[config.mk]
export PLATFORM = sky130hd
export DESIGN_NAME = mips_cpu
export DESIGN_NICKNAME = d
export VERILOG_FILES = /design/src/rtl/mips_cpu.sv
export SDC_FILE = /design/constraint.sdc
export NUM_CORES = 2
export LEC_CHECK = 0
export CAP_MARGIN = 20
export CORE_UTILIZATION = 60
export CTS_CLUSTER_DIAMETER = 60
export DETAILED_ROUTE_END_ITERATION = 8
export PLACE_DENSITY = 0.88
export SKIP_CTS_REPAIR_TIMING = 1
export SYNTH_ARGS = -nofsm -noshare
export SYNTH_HDL_FRONTEND = slang
export SYNTH_SLANG_ARGS = --single-unit
[constraint.sdc]
create_clock -name clk -period 77.3 [get_ports clk]
set_input_delay 15.46 -clock clk [delete_from_list [all_inputs] [get_ports clk]]
set_output_delay 15.46 -clock clk [all_outputs]
set_load 0.01 [all_outputs]
[src/rtl/mips_cpu.sv]
// mips_cpu: single-cycle MIPS-32 subset with a multiplexed 4-digit seven-segment readout
module mips_cpu #(
  parameter int REFRESH_BITS = 18
) (
  input  logic       clk,
  input  logic       rst,
  input  logic       sel,
  output logic [6:0] out,
  output logic [3:0] decoderout
);
  logic [31:0] pc, pc4, pc_next, ins, a, b, simm, alu, wd;
  logic [31:0] rf [32];
  logic [31:0] dmem [32];
  logic [REFRESH_BITS-1:0] cnt;
  logic [5:0] op, fn;
  logic [4:0] wa;
  logic is_r, reg_we, mem_we;
  logic [15:0] val;
  logic [1:0] d;
  logic [3:0] nib;
  // program ROM; unlisted words are zero, which decodes as a no-op
  always_comb begin
    case (pc[6:2])
      5'd0: ins = 32'h20010005;
      5'd1: ins = 32'h20020003;
      5'd2: ins = 32'h00221820;
      5'd3: ins = 32'h00222022;
      5'd4: ins = 32'hAC030000;
      5'd5: ins = 32'h8C050000;
      5'd6: ins = 32'h10A30001;
      5'd7: ins = 32'h20060001;
      5'd8: ins = 32'h0041302A;
      5'd9: ins = 32'h08000009;
      default: ins = 32'h0;
    endcase
  end
  assign op = ins[31:26];
  assign fn = ins[5:0];
  assign simm = {{16{ins[15]}}, ins[15:0]};
  assign a = rf[ins[25:21]];
  assign b = rf[ins[20:16]];
  assign is_r = op == 6'h00 && ins[10:6] == 5'd0 &&
                (fn == 6'h20 || fn == 6'h22 || fn == 6'h24 || fn == 6'h25 || fn == 6'h2A);
  assign alu = op != 6'h00 ? a + simm :
               fn == 6'h22 ? a - b :
               fn == 6'h24 ? a & b :
               fn == 6'h25 ? a | b :
               fn == 6'h2A ? {31'b0, $signed(a) < $signed(b)} : a + b;
  assign reg_we = is_r || op == 6'h08 || op == 6'h23;
  assign mem_we = op == 6'h2B;
  assign wa = is_r ? ins[15:11] : ins[20:16];
  assign wd = op == 6'h23 ? dmem[alu[6:2]] : alu;
  assign pc4 = pc + 32'd4;
  assign pc_next = (op == 6'h04 && a == b) ? pc4 + {simm[29:0], 2'b00} :
                   op == 6'h02 ? {pc4[31:28], ins[25:0], 2'b00} : pc4;
  // architectural state and refresh counter; $0 is never written so it always reads zero
  always_ff @(posedge clk or posedge rst) begin
    if (rst) begin
      pc <= '0;
      cnt <= '0;
      for (int i = 0; i < 32; i++) begin
        rf[i] <= '0;
        dmem[i] <= '0;
      end
    end else begin
      pc <= pc_next;
      cnt <= cnt + REFRESH_BITS'(1);
      if (reg_we && wa != 5'd0) rf[wa] <= wd;
      if (mem_we) dmem[alu[6:2]] <= b;
    end
  end
  assign val = sel ? pc[15:0] : rf[3][15:0];
  assign d = cnt[REFRESH_BITS-1 -: 2];
  assign nib = val[{d, 2'b00} +: 4];
  assign decoderout = ~(4'b0001 << d);
  // hex digit to active-low segment pattern a..g
  always_comb begin
    case (nib)
      4'h0: out = 7'b0000001;
      4'h1: out = 7'b1001111;
      4'h2: out = 7'b0010010;
      4'h3: out = 7'b0000110;
      4'h4: out = 7'b1001100;
      4'h5: out = 7'b0100100;
      4'h6: out = 7'b0100000;
      4'h7: out = 7'b0001111;
      4'h8: out = 7'b0000000;
      4'h9: out = 7'b0000100;
      4'hA: out = 7'b0001000;
      4'hB: out = 7'b1100000;
      4'hC: out = 7'b0110001;
      4'hD: out = 7'b1000010;
      4'hE: out = 7'b0110000;
      default: out = 7'b0111000;
    endcase
  end
endmodule

After elaboration in Yosys (flattened, before gate mapping). Memories as Yosys holds them, arrays and structs flattened. Index checks and enable logic that the tools add are counted.

Bits in read-only memories: 416. Register bits after elaboration: 2098. Memories: 2. Word-level logic and storage cells: 143.

Memories: (name not given) (words 16, width 19, read ports 1, clocked after memory_dff 0, write ports 0, line 23) `case (pc[6:2])`; (name not given) (words 16, width 7, read ports 1, clocked after memory_dff 0, write ports 0, line 78) `case (nib)`.

Add/subtract/negate cells: 6. Mux-type cells: 26. Bitwise operators: 7. Equal/unequal tests: 11. Shift operators: 2. Reduce and logical (&&, ||, !) cells: 16. Order comparisons: 7.

Operators with widths (number): 1024-bit bitwise mux (2); 32-bit two-way mux (16); 32-bit binary-select mux with 5-bit select (3); 32-bit demux with 5-bit select (2); 32-bit adder (3); 6-bit equality test, second input constant (7); 32-bit by 3-bit adder with 32-bit output, second input constant (1); 32-bit AND (1); 32-bit equality test (1); 32-bit < comparator (1); 32-bit bitwise OR (1); 32-bit subtractor (1); 28-bit two-way mux (1); 6-bit greater-or-equal comparator, second input constant (4); 5-bit NOT with 6-bit output (4); 18-bit by 1-bit adder with 18-bit output, second input constant (1); 16-bit two-way mux (1); 16-bit by 5-bit variable part select with 4-bit output (1); 6-bit by 1-bit < comparator with 1-bit output, second input constant (2); 6-bit by 2-bit equality test with 1-bit output, second input constant (1); 6-bit by 3-bit equality test with 1-bit output, second input constant (1); 6-bit by 4-bit equality test with 1-bit output, second input constant (1); 1-bit logical AND (6); 6-bit zero test (1); 7 further kinds (12).

Depth between registers and ports, before layout. An unclocked memory read counts as a cell.

Depth after elaboration: 18. Gate-level depth with buffers: 30.

Worst setup path after synthesis. Ideal clock, no wire load.

Path kind: input port to output port. From: input port sel. To: output port out[3]. Arrival time: 17.376 ns. Stages on the path: 4. Path buffers: 1. Path slack: 44.464 ns. Path through: clkbuf_1 mux4_2 mux2i_1 mux4_2.

Cells in the longest elaborated chain, start to end: 3.

Ends and longest elaborated chain: start, declared (line 7) `input logic sel,`; 16-bit two-way mux (line 72) `assign val = sel ? pc[15:0] : rf[3][15:0];`; 16-bit by 5-bit variable part select with 4-bit output (line 74) `assign nib = val[{d, 2'b00} +: 4];`; memory 16 x 7 bit; end, declared (line 8) `output logic [6:0] out,`.

No other way between the ends.

Worst setup path after layout.
From: input port sel. To: output port out[5].

The elaborated chain is that of the path after synthesis.

==> reports/results.ini <==
[outcome]
status = complete, no violations

[global_route]
grt_usage = 0.3986
grt_max_degree = 191
antenna_found_initial = 5
grt_pass1_vias = 56110
grt_first_pass_wirelength_um = 334700
grt_overflow = 0

[timing]
fmax_mhz = 29.33
layout_setup_ws_ns = 43.21
hold_viol_final = 0
skew_ns = 0.05897
finalCriticalPeriod_ns = 34.09
relSlewSlack = 0.02878
fin_tns_setup_ns = 0
worst_pin_slew_ns = 1.450
grt_setup_unrepaired = false
slew_violations = 0
setup_viol = 0
period_share = 0.4410

[worst_setup_path]
cp.arrival_ns = 18.63
slowest_stage = mux2i_1
path_class = in2out
crit_path_start = sel
crit_top_cell = clkdlybuf4s50_1
cp_slowest_stage_delay_ns = 0.79
crit_required_ns = 61.84
ff2ff_path_depth = 24
critPathCaptureType = primary output
rrSetupSlack_ns = 66.93
worstPathMaxFanout = 12
cp_cell_sequence = clkdlybuf4s50_1, mux4_2, mux2i_1, mux2_2, o32ai_1, clkdlybuf4s50_1
cp-start-kind = primary input
rr_startpoint = pc[2]$_DFF_PP0_

[route]
first_iter_violations = 8376
ant_nets = 0
wirelength_um = 221100
drc = 0
dr.pass1.iters = 9
vias = 55190
post_drt_wl_per_cell_um = 28.76
viasPerCell = 7.179

[yosys]
yosysSeqAreaShare = 0.4989
yosys.area.top_type = dfrtp_1
synthArstFlopShare = 1.000
synth_compound_area_frac = 0.1628
synth-seq-cells = 1312
synth_top_family_by_area = compound AO/OA/AOI/OAI gates
yosysUniqueCellTypes = 94
synth_most_common_cell = dfrtp_1
synth_nets = 6551
syn_area_per_cell_um2 = 10.26
synth-edff-count = 0
synth_area_um2 = 65800
yosys.area_share.simple = 0.1131
synth-xor-area-share = 0.01078
synth_area_leaders = dfrtp_1, mux4_2, a21oi_1
synth_ff_type = dfrtp_1
synthCells = 6414
synthAdderAreaFrac = 0.02594
synth_top_area_share = 0.4989
ys_top_cells_by_count = dfrtp_1, nand2_1, a21oi_1
yosys_warnings = 0
synth_mux_area_frac = 0.1467

[place]
pre_cts_ws_ns = 43.21
io_buffers = 13
place.gp.congestion = 1.035
hpwl_um = 134200

[clock_network]
cts_htree_levels = 4
clock_path_buffers = 3
cts.sinks = 1312
ctsRootBufferMaster = clkbuf_16
clk_pin_slew_ns = 0.05
cts_buffers = 135
clk_latency_ns = 0.80
cts_tree = done

[hold_path]
hp-class = reg2reg
min_path_cells = 0
hold_start = rf[1004]$_DFFE_PP0P_

[layout]
layout.nets = 6309
drive_above_1_share = 0.1585
fin_util = 0.6626
nFillCells = 7363
area_delta_synth_final_pct = 9.606

[power_and_ir_drop]
switchingPower_mw = 0.3002
peakVddDrop_mv = 0.02028
p_sw_frac = 0.2195
seqPwrFrac = 0.502
combinationalPowerShare = 0.011
powerDensity_nw_per_um2 = 18.97
clkPwrFrac = 0.487
leakage_nw = 32.16
p_int_mw = 1.068

[floorplan]
die_width_um = 333.2
ioPinCount = 14
die_h_um = 333.2
core_area_um2 = 108900
rows = 121
dieArea_um2 = 111000
initial_core_util = 0.6045

[flow_run]
maxCapViolations = 0

[final timing paths]
check	to
worst max-delay path	out[5]
worst min-delay path	rf[1004]$_DFFE_PP0P_
worst max register to register	rf[895]$_DFFE_PP0P_
worst min register to register	rf[1004]$_DFFE_PP0P_
max in group asynchronous	dmem[547]$_DFFE_PP0P_
min in group asynchronous	rf[894]$_DFFE_PP0P_
[stage by stage]
step,instance area (µm²),power (mW),std cells,hold slack [ns]
floorplan,65800,0.7117,6414,0.4366
global placement,67420,0.7145,7437,0.3809
detailed placement,67420,0.7149,7437,0.3865
CTS,71890,1.368,7672,0.3998
global route,72110,1.397,7684,0.4099
finish,72120,1.368,7688,0.4022
[critical path, delay by kind of cell]
family / cells / cell delay, ns
compound gates: 1 / 0.13
mux: 3 / 1.77
buf+inv: 2 / 1.27
[cell families (layout without fill, tap and decap cells)]
logic type | count (synthesis) | after routing
AOI/OAI and AO/OA | 1832 | 1832
and+or+nand+nor | 1793 | 1793
DFF | 1312 | 1312
buffers and inverters | 677 | 533
muxes | 585 | 585
adders and majority gates | 134 | 134
xor gates and xnor gates | 81 | 81
other | 0 | 4
[sequential cells by signal, indices dropped and copies added (netlist names)]
signal,cells
dmem,1024
rf,256
cnt,18
pc,14
[area by class of cell]
cell class,count,area [µm²],share of cell area
diodes,4,10.01,0.0001388
clock buffers,185,3777,0.05237
clock inverters,50,688.2,0.009541
inverters,118,450.4,0.006245
multi-input cells,4425,31000,0.4298
flip-flops and latches,1312,32830,0.4552
well taps,1414,1769,0.02453
repair buffers,180,1597,0.02214
[layout by cell type (no fill, tap or decap), drive strengths merged, types with 13 or more instances in the layout]
| master | instances |
|---|---|
| dfrtp | 1312 |
| nand2 | 790 |
| a21oi | 741 |
| nor2 | 725 |
| o21ai | 620 |
| mux4 | 284 |
| mux2 | 196 |
| clkbuf | 186 |
| buf | 166 |
| ha | 130 |
| inv | 125 |
| mux2i | 105 |
| xnor2 | 63 |
| nand3 | 56 |
| a22oi | 52 |
| nor3 | 50 |
| a222oi | 36 |
| o22ai | 35 |
| a221oi | 35 |
| a211oi | 34 |
| clkinv | 30 |
| a21o | 29 |
| nor2b | 27 |
| o31ai | 27 |
| nand4 | 27 |
| o211ai | 24 |
| and3 | 20 |
| a31oi | 19 |
| xor2 | 18 |
| or2 | 16 |
| o21bai | 16 |
| a32oi | 15 |
| nand2b | 14 |
| a41oi | 14 |
| a22o | 14 |
| clkdlybuf4s50 | 13 |
[power groups by stage]
stage	registers, mW	clock network [mW]	logic (mW)
global route	0.686	0.693	0.0181
finish	0.687	0.666	0.0154
global placement	0.699	0	0.0152
floorplan	0.701	0	0.0107
detailed placement	0.699	0	0.0156
CTS	0.687	0.666	0.0156
[per-layer routing]
metal,wire length (µm),track usage
met1,74880,0.4919
met2,98320,0.5941
met3,31480,0.1399
met4,16280,0.2663
met5,138,0
Note: power is estimated with default switching activity, not from simulation.
